$ cat src/rtl/gate_scheduler_pkg.sv
// Shared types and default widths for the gate scheduler and its counters.
package gate_scheduler_pkg;

  localparam int S_DEFAULT    = 20;
  localparam int CC_W_DEFAULT = 16;

  typedef enum logic [2:0] {
    IDLE     = 3'd0,
    LOAD     = 3'd1,
    WAIT_CFG = 3'd2,
    ISSUE    = 3'd3,
    SWAP     = 3'd4,
    FINISH   = 3'd5
  } sched_state_t;

endpackage

$ cat src/rtl/gate_scheduler_counter.sv
// Loadable, enabled up-counter that also reports when it sits on a terminal value.
module sched_counter #(
  parameter int W = 8
) (
  input  logic         clk,
  input  logic         rst,
  input  logic         load_i,
  input  logic [W-1:0] load_val_i,
  input  logic         en_i,
  input  logic [W-1:0] term_val_i,
  output logic [W-1:0] count_o,
  output logic         term_o
);

  logic [W-1:0] count_q;
  logic [W-1:0] count_d;

  // Load takes priority over increment so a sweep restart always wins.
  always_comb begin
    count_d = count_q;
    if (load_i) begin
      count_d = load_val_i;
    end else if (en_i) begin
      count_d = count_q + W'(1);
    end
  end

  always_ff @(posedge clk) begin
    if (rst) begin
      count_q <= '0;
    end else begin
      count_q <= count_d;
    end
  end

  assign count_o = count_q;
  assign term_o  = (count_q == term_val_i);

endmodule

$ cat src/rtl/gate_scheduler.sv
// Sequences the netlist header read, then sweeps gate IDs once per sequential cycle,
// pulsing dff_swap between sweeps and done after the final one.
module gate_scheduler
  import gate_scheduler_pkg::*;
#(
  parameter int S    = S_DEFAULT,
  parameter int CC_W = CC_W_DEFAULT
) (
  input  logic            clk,
  input  logic            rst,
  input  logic            start,
  input  logic [CC_W-1:0] num_cc,
  output logic            nl_start,
  input  logic            nl_done,
  input  logic [S-1:0]    nl_gate_size,
  output logic [S-1:0]    gid,
  output logic            gate_valid,
  input  logic            gate_ready,
  output logic            gate_last,
  output logic [CC_W-1:0] cc_idx,
  output logic            cc_last,
  output logic            dff_swap,
  output logic            busy,
  output logic            done
);

  sched_state_t    state_q, state_d;
  logic            cfgValid_q, cfgValid_d;
  logic [S-1:0]    gsize_q, gsize_d;
  logic [CC_W-1:0] ncc_q, ncc_d;

  logic            gidLoad, gidEn, gidTerm;
  logic            ccLoad, ccEn, ccTerm;
  logic [S-1:0]    gidCount;
  logic [CC_W-1:0] ccCount;

  sched_counter #(.W(S)) u_gate_cnt (
    .clk        (clk),
    .rst        (rst),
    .load_i     (gidLoad),
    .load_val_i ('0),
    .en_i       (gidEn),
    .term_val_i (gsize_q - S'(1)),
    .count_o    (gidCount),
    .term_o     (gidTerm)
  );

  sched_counter #(.W(CC_W)) u_cycle_cnt (
    .clk        (clk),
    .rst        (rst),
    .load_i     (ccLoad),
    .load_val_i ('0),
    .en_i       (ccEn),
    .term_val_i (ncc_q - CC_W'(1)),
    .count_o    (ccCount),
    .term_o     (ccTerm)
  );

  always_ff @(posedge clk) begin
    if (rst) begin
      state_q    <= IDLE;
      cfgValid_q <= 1'b0;
      gsize_q    <= '0;
      ncc_q      <= '0;
    end else begin
      state_q    <= state_d;
      cfgValid_q <= cfgValid_d;
      gsize_q    <= gsize_d;
      ncc_q      <= ncc_d;
    end
  end

  // The header is only read once per reset; the reader never restarts it.
  always_comb begin
    state_d    = state_q;
    cfgValid_d = cfgValid_q;
    gsize_d    = gsize_q;
    ncc_d      = ncc_q;
    nl_start   = 1'b0;
    gate_valid = 1'b0;
    gate_last  = 1'b0;
    cc_last    = 1'b0;
    dff_swap   = 1'b0;
    busy       = 1'b0;
    done       = 1'b0;
    gidLoad    = 1'b0;
    gidEn      = 1'b0;
    ccLoad     = 1'b0;
    ccEn       = 1'b0;

    unique case (state_q)
      IDLE: begin
        gidLoad = 1'b1;
        ccLoad  = 1'b1;
        if (start) begin
          ncc_d = (num_cc == '0) ? CC_W'(1) : num_cc;
          if (!cfgValid_q) begin
            state_d = LOAD;
          end else if (gsize_q == '0) begin
            state_d = FINISH;
          end else begin
            state_d = ISSUE;
          end
        end
      end
      LOAD: begin
        busy     = 1'b1;
        nl_start = 1'b1;
        state_d  = WAIT_CFG;
      end
      WAIT_CFG: begin
        busy = 1'b1;
        if (nl_done) begin
          gsize_d    = nl_gate_size;
          cfgValid_d = 1'b1;
          state_d    = (nl_gate_size == '0) ? FINISH : ISSUE;
        end
      end
      ISSUE: begin
        busy       = 1'b1;
        gate_valid = 1'b1;
        gate_last  = gidTerm;
        cc_last    = ccTerm;
        // gid must not move during a stall; the reader decodes it combinationally.
        if (gate_ready) begin
          if (!gidTerm) begin
            gidEn = 1'b1;
          end else if (ccTerm) begin
            state_d = FINISH;
          end else begin
            state_d = SWAP;
          end
        end
      end
      SWAP: begin
        busy     = 1'b1;
        dff_swap = 1'b1;
        gidLoad  = 1'b1;
        ccEn     = 1'b1;
        state_d  = ISSUE;
      end
      FINISH: begin
        done    = 1'b1;
        gidLoad = 1'b1;
        ccLoad  = 1'b1;
        state_d = IDLE;
      end
      default: begin
        state_d = IDLE;
      end
    endcase
  end

  assign gid    = gidCount;
  assign cc_idx = ccCount;

endmodule

$ cat config.mk
export PLATFORM = sky130hd
export DESIGN_NAME = gate_scheduler
export DESIGN_NICKNAME = d
export VERILOG_FILES = /design/src/rtl/gate_scheduler_pkg.sv /design/src/rtl/gate_scheduler_counter.sv /design/src/rtl/gate_scheduler.sv
export SDC_FILE = /design/constraint.sdc
export NUM_CORES = 1
export LEC_CHECK = 0
export BUFFER_PORTS_ARGS = -buffer_cell sky130_fd_sc_hd__buf_2
export CORE_MARGIN = 2
export CORE_UTILIZATION = 47
export CTS_CLUSTER_DIAMETER = 200
export CTS_CLUSTER_SIZE = 16
export DETAILED_ROUTE_END_ITERATION = 12
export PLACE_DENSITY = 0.73
export SLEW_MARGIN = 10
export SYNTH_ARGS = -nofsm -noshare
export SYNTH_HDL_FRONTEND = slang
export SYNTH_SLANG_ARGS = --single-unit
$ cat constraint.sdc
create_clock -name clk -period 4.5 [get_ports clk]
set_input_delay 0.45 -clock clk [delete_from_list [all_inputs] [get_ports clk]]
set_output_delay 0.45 -clock clk [all_outputs]
set_load 0.01 [all_outputs]
==> summary.md, run 1 <==
| Metric | Value |
|---|---|
| Synth async-reset ratio | `0%` |
| Vias in the first global route | `4272` |
| Syn avg cell area | `7.87 µm²` |
| Final min period | `3720 ps` |
| EDFF count, synth | `0` |
| Post_cts resized | `0` |
| Post-CTS Setup Bufs | `0` |
| Crit Path Max Fanout | `6` |
| Grt met2 use | `35.2%` |
| Area Overhead vs Synth | `13.4%` |
| Tot GR Track Use | `22.9%` |
| Starting density of the core | `48.2%` |
| Mapped Area | `0.00466 mm²` |
| Final Instance Count excl. Fillers | `793` |
| Wire per inst | `15.6 µm` |
| Std-Cell Rows | `36` |
| Worst slew margin relative to its limit | `19.7%` |
| RSZ-0062 raised after global routing | `false` |
| Outcome | `finished clean` |
| Most common library cells after synthesis | `nand2_1, dfxtp_1, a21oi_1, nor2_1, xnor2_1` |
| Post-synthesis cell count | `593` |
| Worst slack at placement | `1240 ps` |
| DRC | `0` |
| DP Cell Count | `777` |
| Fmax | `269 MHz` |
| Most common cell in the synthesized netlist | `nand2_1` |
| Hold crit path type | `input pin to register` |
| Input/output buffers | `83` |
| Maximum clock path buffer count | `2` |
| Met3 Usage GRT | `4.78%` |
| Setup violations, final | `0` |
| Part of the cycle the worst path needs | `82.6%` |
| Overall Power | `0.00214 W` |
| Die Ht | `104 µm` |
| Flops & latches, synth | `76` |
| GP Congestion | `0.879` |
| Worst Max-Slew Pin Slew | `1200 ps` |
| Skew final | `9.93 ps` |
| CTS Buf Count | `9` |
| CP required | `4050 ps` |
| Peak VDD IR | `160 µV` |
| Syn. warnings | `0` |
| Die area | `0.0107 mm²` |
| CTS tree | `built` |
| Final core occ | `54.6%` |
| Initial antenna violation count | `1` |
| GRT Max-Usage Layer | `met2` |
| Core Region | `0.00968 mm²` |
| First-pass detailed-route iteration total | `5` |
| Worst setup margin | `784 ps` |
| Area contributors post-synth | `dfxtp_1, nand2_1, xnor2_1` |
| Post-DP HPWL | `9.21 mm` |
| H-tree levels | `3` |
| Setup TNS Final | `0 ps` |
| Seq/Total Area, Yosys | `32.6%` |
| Largest net degree at the start of global routing | `43` |
| Met1 Use GR | `31.7%` |
| Final Hold Fails | `0` |
| Total number of vias | `4624` |
| Root buf cell | `clkbuf_8` |
| Clk slew on worst S/H paths | `80 ps` |
| Die X-Extent | `104 µm` |
| Final #Nets | `700` |
| CP Capture Type | `output port` |
| P_leak | `2.00 nW` |
| Wirelength, routed | `12.4 mm` |
| I/O pin cnt | `84` |
| Ys flop type | `dfxtp_1` |
| Antenna-violating nets left | `0` |
| Initial detailed-routing violation count | `267` |
| Synth cell types | `71` |
| Vias per Instance | `5.83` |
| Grt ovf | `0` |
| P per Cell Area | `405 mW/mm²` |
| Max Slew Vio Count | `0` |
| Max_cap viols | `0` |
| CP Launch Type | `register` |
| Fraction of layout cells with a size suffix above 1 | `19.3%` |
| Global-route wire length before repair | `20.4 mm` |
| Skew-Pair Late Insertion Delay | `360 ps` |
| Syn Nets | `638` |
| CP arrival | `3270 ps` |
| Top-area cell type share of the netlist area | `32.6%` |
| Clock sinks | `76` |
| WS Path Type | `register to output port` |
| Hold buffer count at CTS | `0` |
| Synth area leader | `dfxtp_1` |
stage by stage:
stage	instance area [µm²]	hold slack (ps)
after CTS	5290	327
after global routing	5290	330
final	5290	330
after floorplan	4660	441
after detailed placement	5080	463
after global placement	5080	453
registers in the layout, summed over array words and instances (netlist names):
name and count:
cfgValid_q 1, gsize_q 20, ncc_q 16, state_q 3, u_cycle_cnt.count_o 16, u_gate_cnt.count_o 20
critical path, stage by stage (launching register included):
cell and delay, ps:
dfxtp_1 370, inv_1 100, ha_1 260, or4b_1 530, nor3b_2 400, nand2_1 110
mux2_2 290, a211oi_1 310, a41o_1 140, and4_1 250, buf_2 150
worst paths after layout:
check	startpoint	endpoint	slack (ps)	cells after the start
hold / removal	num_cc[2]	ncc_q[2]	330	3
setup / recovery	ncc_q[0]	cc_last	780	10
hold reg to reg	ncc_q[15]	ncc_q[15]	480	2
setup reg to reg	gsize_q[0]	state_q[1]	1550	9
placed cells by master, fill, tap and decap left out, types with 11 or more instances in the layout:
master   count
nand4_1     14
nand3_1     21
nor3_1      15
xnor2_1     32
dfxtp_1     76
o21ai_0     17
a21oi_1     52
xor2_1      24
or4_1       11
or3_1       14
nor2_1      36
nor4_1      13
nand2_1    104
buf_2       83
kinds of logic (layout without fill, tap and decap cells):
logic type / count (synthesis) / in the layout / synth area share, %
AOI/OAI and AO/OA: 130 / 130 / 17.7
xor gates and xnor gates: 56 / 56 / 10.5
adders and majority gates: 4 / 4 / 1.07
buffers and inverters: 43 / 109 / 4.51
DFF: 76 / 76 / 32.6
muxes: 7 / 7 / 1.56
other: 0 / 1 / 0
and+or+nand+nor: 277 / 277 / 32.1
per-layer routing:
| metal | up-vias | share of wire [%] | routed length [µm] |
|---|---|---|---|
| met5 | - | 0 | 0 |
| met4 | 0 | 1.9 | 237 |
| met3 | 21 | 5.5 | 675 |
| met2 | 144 | 46 | 5630 |
| met1 | 2210 | 47 | 5830 |
| li1 | 2249 | - | - |
area by class of cell:
| class | count | area, µm² |
|---|---|---|
| diodes | 1 | 2.50 |
| clock buffers | 9 | 124 |
| clock inverters | 6 | 87.6 |
| fillers | 924 | 4390 |
| inverters | 11 | 41.3 |
| multi-input cells | 474 | 2930 |
| flip-flops and latches | 76 | 1520 |
| well taps | 133 | 166 |
| repair buffers | 83 | 415 |
power breakdown:
group / switching, W / internal (W) / leakage [nW]
logic: 0.000444 / 0.000311 / 1.28
registers: 0.0000874 / 0.000721 / 0.616
clock network: 0.000268 / 0.000310 / 0.109
total: 0.000799 / 0.00134 / 2.00
Power figures use the tool's default switching activity.
==> run 2, diff against run 1 <==
--- a/config.mk
+++ b/config.mk
@@ -11,7 +11,7 @@
 export CTS_CLUSTER_DIAMETER = 200
 export CTS_CLUSTER_SIZE = 16
 export DETAILED_ROUTE_END_ITERATION = 12
-export PLACE_DENSITY = 0.73
+export PLACE_DENSITY = 0.76
 export SLEW_MARGIN = 10
 export SYNTH_ARGS = -nofsm -noshare
 export SYNTH_HDL_FRONTEND = slang
==> constraint.sdc (replaced) <==
create_clock -name clk -period 3.1 [get_ports clk]
set_input_delay 0.31 -clock clk [delete_from_list [all_inputs] [get_ports clk]]
set_output_delay 0.31 -clock clk [all_outputs]
set_load 0.01 [all_outputs]
==> run 2 against run 1 <==
Compared with the run above:
- die area did not move
- critical path depth stayed put
- global-route usage increased by 0.68 points
- clock-buffer cell count unchanged
- final cell count rose by 1.8%
==> summary.md, run 2 (synthesis gave the netlist of run 1 again) <==
| Metric | Value |
|---|---|
| Vias per Instance | `5.86` |
| Std-Cell Rows | `36` |
| Die area | `0.0107 mm²` |
| Hold crit path type | `input pin to register` |
| Outcome | `finished clean` |
| Largest net degree at the start of global routing | `43` |
| H-tree levels | `3` |
| CP Capture Type | `output port` |
| I/O pin cnt | `84` |
| Area Overhead vs Synth | `18.6%` |
| Area of the multi-input gates | `0.00300 mm²` |
| Root buf cell | `clkbuf_8` |
| Skew-Pair Late Insertion Delay | `360 ps` |
| Comb power frac | `36.3%` |
| Part of the cycle the worst path needs | `98.9%` |
| Crit Path Max Fanout | `5` |
| Sw frac | `35.7%` |
| Fmax | `326 MHz` |
| CP arrival | `2760 ps` |
| Max_cap viols | `0` |
| Core Region | `0.00968 mm²` |
| Setup violations, final | `0` |
| Fraction of layout cells with a size suffix above 1 | `23.3%` |
| Final #Nets | `714` |
| Grt ovf | `0` |
| Psw | `0.00122 W` |
| Filler cell count | `889` |
| Most frequent cells in the layout | `nand2_1, buf_2, dfxtp_1, a21oi_1, nor2_1` |
| Flop pwr share | `34.4%` |
| Initial antenna violation count | `0` |
| N_diodes | `0` |
| Final min period | `3070 ps` |
| Die X-Extent | `104 µm` |
| Final Hold Fails | `0` |
| Final hold slack | `196 ps` |
| First-pass detailed-route iteration total | `5` |
| Total number of vias | `4727` |
| Peak VDD IR | `307 µV` |
| Skew final | `7.70 ps` |
| Global-route wire length before repair | `21.1 mm` |
| CP Launch Type | `register` |
| Antenna-violating nets left | `0` |
| Starting density of the core | `48.2%` |
| Final core occ | `57.1%` |
| P_leak | `2.12 nW` |
| Input/output buffers | `83` |
| Most common cell after layout, fill and taps aside | `nand2_1` |
| Reg area | `0.00153 mm²` |
| Post-DP HPWL | `9.44 mm` |
| Max Slew Vio Count | `0` |
| Wirelength, routed | `13.0 mm` |
| CP required | `2790 ps` |
| Initial detailed-routing violation count | `395` |
| Maximum clock path buffer count | `2` |
| Worst Max-Slew Pin Slew | `1200 ps` |
| CTS tree | `built` |
| Clock Power Share | `29.4%` |
| Tot GR Track Use | `23.6%` |
| Die Ht | `104 µm` |
| Clock sinks | `76` |
| GP Congestion | `0.962` |
| P per Cell Area | `618 mW/mm²` |
| WS Path Type | `register to output port` |
| Clk slew on worst S/H paths | `80 ps` |
| DRC | `0` |
| Wire per inst | `16.2 µm` |
| Internal | `0.00220 W` |
| Vias in the first global route | `4318` |
| Worst slew margin relative to its limit | `19.8%` |
| CTS Buf Count | `9` |
[run 2: through the flow]
step,cell area (µm²),instances,setup TNS [ps],power (W),worst slack (ps)
floorplan,4660,593,0,0.00203,426
global placement,5120,783,0,0.00226,371
detailed placement,5120,783,0,0.00230,240
CTS,5420,799,0,0.00333,24.0
global route,5530,807,-60.3,0.00361,-58.0
finish,5530,807,0,0.00342,34.3
[run 2: layer usage]
layer	global-route usage (%)	wire, µm
met1	32.6	5970
met2	36.8	6000
met3	4.85	876
met4	7.82	197
met5	0	0
[run 2: path summary, 6_finish.rpt]
path               startpoint     endpoint  slack, ps  depth (start not counted)
max reg2reg       gsize_q[12]   state_q[2]        230                          8
min          nl_gate_size[19]  gsize_q[19]        200                          3
max                  ncc_q[0]      cc_last         30                         10
min reg2reg         ncc_q[15]    ncc_q[15]        470                          2
[run 2: worst max-delay path, cell delays in order, from the launching register on]
cell and delay (ps):
dfxtp_4 370, inv_4 70, ha_4 140, or4b_4 510
nor3b_4 250, nand2_1 80, mux2_4 280, a211oi_2 230
a41o_1 120, and4_4 240, buf_6 100
[run 2: cell type report]
cell class,count,area share [%]
Clock inverter,7,2.51
Sequential cell,76,27.6
Multi-Input combinational cell,474,54.3
Tap cell,133,3.01
Clock buffer,9,2.24
Timing Repair Buffer,97,9.52
Inverter,11,0.792
[run 2: repair_timing]
item                                    CTS  global route
buffers inserted                          0             8
pin swaps                                 0             4
endpoints found under the setup margin    2             2
hold buffers                              0             0
gates resized for setup                   8            14
[run 2: power by group through the flow]
stage,Combinational [W],Clock [W],Sequential (W)
after global placement,0.00108,0,0.00119
final,0.00124,0.00100,0.00118
after global routing,0.00136,0.00106,0.00119
after detailed placement,0.00111,0,0.00119
after floorplan,0.000891,0,0.00114
after CTS,0.00115,0.00102,0.00117
==> run 3, diff against run 2 <==
--- a/config.mk
+++ b/config.mk
@@ -11,8 +11,9 @@
 export CTS_CLUSTER_DIAMETER = 200
 export CTS_CLUSTER_SIZE = 16
 export DETAILED_ROUTE_END_ITERATION = 12
-export PLACE_DENSITY = 0.76
+export PLACE_DENSITY = 0.75
 export SLEW_MARGIN = 10
 export SYNTH_ARGS = -nofsm -noshare
 export SYNTH_HDL_FRONTEND = slang
+export SYNTH_HIERARCHICAL = 1
 export SYNTH_SLANG_ARGS = --single-unit
==> run 3 against run 2 <==
Compared with the run above:
- the run now ends with setup timing left
- synthesized cell count grew 4.7%
- worst setup slack lost 510 ps
- critical path depth grew 4
- non-clock buffer count grew 35
- sequential power grew 50%
- first-iteration DRC count shrank 23%
- clock-buffer cell count grew 3
- critical endpoint is now u_gate_cnt/count_o[17]
- critical path type is now register to register
==> summary.md, run 3 <==
| Metric | Value |
|---|---|
| Outcome | `complete, but fails checks` |
| Failing checks | `setup timing` |
| Tot GR Track Use | `23.7%` |
| GRT Max-Usage Layer | `met2` |
| Core Region | `0.0101 mm²` |
| Fmax | `279 MHz` |
| Max incr delay on CP | `560 ps` |
| Largest net degree at the start of global routing | `43` |
| Hold Crit Depth | `3` |
| P_leak | `2.55 nW` |
| Post-DP HPWL | `9.60 mm` |
| Peak VDD IR | `304 µV` |
| EDFF count, synth | `0` |
| Most common cell after layout, fill and taps aside | `nand2_1` |
| Most common cell in the synthesized netlist | `nand2_1` |
| CP required | `3370 ps` |
| Skew final | `13.1 ps` |
| Crit-path cells | `or4_4 -> nor4_4 -> buf_4 -> nand3b_1 -> xnor2_2 -> xor2_1 -> nor4_1 -> nand3_1 -> nor3_2 -> nor4b_2 -> and3_4 -> nand4_1 -> or4_1 -> a311oi_1` |
| Die area | `0.0111 mm²` |
| Area contributors post-synth | `dfxtp_1, nand2_1, xnor2_1` |
| Ys flop type | `dfxtp_1` |
| Maximum clock path buffer count | `2` |
| Worst Max-Slew Pin Slew | `950 ps` |
| Mapped Area | `0.00484 mm²` |
| Met1 Use GR | `32.7%` |
| Critical R2R Launch | `gsize_q[11]` |
| Synth area leader | `dfxtp_1` |
| Vias per Instance | `5.55` |
| Most common library cells after synthesis | `nand2_1, dfxtp_1, nor2_1, a21oi_1, xnor2_1` |
| CTS tree | `built` |
| Final min period | `3580 ps` |
| WS Path Type | `register to register` |
| Synth cell types | `55` |
| Global-route wire length before repair | `21.5 mm` |
| Initial antenna violation count | `0` |
| Std-Cell Rows | `37` |
| Post-synthesis cell count | `621` |
| CTS Buf Count | `9` |
| P per Cell Area | `892 mW/mm²` |
| Die Ht | `105 µm` |
| Hold EP | `gsize_q[5]` |
| Input/output buffers | `83` |
| I/O pin cnt | `84` |
| Syn avg cell area | `7.79 µm²` |
| Root buf cell | `clkbuf_8` |
| First-pass detailed-route iteration total | `7` |
| Starting density of the core | `47.7%` |
| H-tree levels | `3` |
| Setup TNS Final | `-5510 ps` |
| Crit Path Max Fanout | `4` |
| Grt met2 use | `37.0%` |
| Most frequent cells in the layout | `nand2_1, buf_2, dfxtp_1, nor2_1, a21oi_1` |
| Wirelength, routed | `13.6 mm` |
| Max_cap viols | `0` |
| CP Capture Type | `register` |
| Total number of vias | `5017` |
| Syn. warnings | `6` |
| RSZ-0062 raised after global routing | `true` |
| Final #Nets | `808` |
| Grt ovf | `0` |
| Area Overhead vs Synth | `30.4%` |
| Clk slew on worst S/H paths | `80 ps` |
| Cell family with most CP delay | `simple AND/OR/NAND/NOR gates` |
| Worst reg2reg path depth | `14` |
| Fraction of layout cells with a size suffix above 1 | `27.7%` |
| Vias in the first global route | `4555` |
| Top-area cell type share of the netlist area | `31.5%` |
| Clock sinks | `76` |
| DRC | `0` |
| Synth async-reset ratio | `0%` |
| Setup violations, final | `23` |
| Hold Path Origin | `nl_gate_size[5]` |
| Met3 Usage GRT | `5.38%` |
| Skew-Pair Late Insertion Delay | `360 ps` |
| Worst slew margin relative to its limit | `36.6%` |
| Initial detailed-routing violation count | `305` |
| Hold crit path type | `input pin to register` |
| Filler cell count | `859` |
| WP buf/inv | `1` |
| Worst setup margin | `-478 ps` |
| RR Endpoint | `u_gate_cnt/count_o[17]` |
| R2R setup slack | `-480 ps` |
| Max Slew Vio Count | `0` |
| Seq/Total Area, Yosys | `31.5%` |
| Die X-Extent | `105 µm` |
| Antenna-violating nets left | `0` |
| CP Launch Type | `register` |
| Wire per inst | `15.0 µm` |
| CP max stage cell | `or4_4` |
| N_diodes | `0` |
| Final Hold Fails | `0` |
| GP Congestion | `0.897` |
| Flops & latches, synth | `76` |
| Part of the cycle the worst path needs | `115%` |
| Final hold slack | `197 ps` |
| CP arrival | `3850 ps` |
[run 3: cell types whose count changed after synthesis, moves of 6 or more]
cell / change
a311oi_1: +11
o21ai_0: -9
nor4_1: +10
o21ai_1: -10
xnor2_1: +10
xor2_1: +15
a21oi_2: -9
inv_1: +6
a211oi_1: +8
nor2_1: +17
or3_1: -6
[run 3: logic make-up after synthesis]
| family | after synthesis | share of synthesized area [%] |
|---|---|---|
| other | 1 | 0.0775 |
| buffers and inverters | 52 | 5.54 |
| adder cells (fa/ha/maj) | 4 | 1.03 |
| multiplexers | 2 | 0.440 |
| XOR/XNOR | 81 | 14.7 |
| AND/OR/NAND/NOR | 296 | 31.9 |
| AO/OA/AOI/OAI | 109 | 14.9 |
| flip-flops | 76 | 31.5 |
[run 3: cell type report]
cell class	count	area (µm²)	share of cell area, %
flip-flops and latches	76	1530	24.2
inverters	16	60.1	0.952
well taps	136	170	2.70
clock inverters	4	72.6	1.15
multi-input cells	528	3510	55.7
repair buffers	132	822	13.0
clock buffers	12	145	2.30
[run 3: per-layer routing]
layer  up-vias  routed length [µm]
met5         -                   0
met4         0                 238
met3        15                 734
met2       150                6250
met1      2373                6330
li1       2479                   -
[run 3: power breakdown]
part,total (W),switching (W),internal [W]
combinational,0.00301,0.00160,0.00141
clock,0.000848,0.000373,0.000475
sequential,0.00177,0.000526,0.00124
total,0.00563,0.00250,0.00313
[run 3: through the flow]
step | util (%) | std cells | area, µm² | total power (W) | setup WS, ps
2_1_floorplan | - | 656 | 5010 | 0.00368 | -357
3_3_place_gp | 55.9 | 877 | 5670 | 0.00430 | -374
6_report | 62.2 | 904 | 6310 | 0.00563 | -478
4_1_cts | 60.8 | 902 | 6160 | 0.00543 | -361
3_5_place_dp | 55.9 | 877 | 5670 | 0.00442 | -600
5_1_grt | 62.2 | 904 | 6310 | 0.00601 | -707
[run 3: worst register-to-register path, delay by kind of cell, from the launching register on]
family          cells  cell delay, ps
compound gates      1             260
xor+xnor            2             390
buf+inv             1             180
simple gates       10            2350
flops               1             320
[run 3: timing repair]
item | CTS | global route
setup endpoints to repair | 24 | 25
hold buffers | 0 | 0
buffers inserted | 10 | 5
pin swaps | 26 | 16
resized for setup | 40 | 26
[run 3: how the worst max path moves through the flow]
stage                start                endpoint  depth (start not counted)
2_1_floorplan  gsize_q[11]  u_gate_cnt/count_o[17]                         15
3_3_place_gp   gsize_q[11]  u_gate_cnt/count_o[19]                         13
3_5_place_dp   gsize_q[11]  u_gate_cnt/count_o[17]                         13
4_1_cts        gsize_q[11]  u_gate_cnt/count_o[19]                         14
5_1_grt        gsize_q[11]  u_gate_cnt/count_o[17]                         14
6_report       gsize_q[11]  u_gate_cnt/count_o[17]                         14
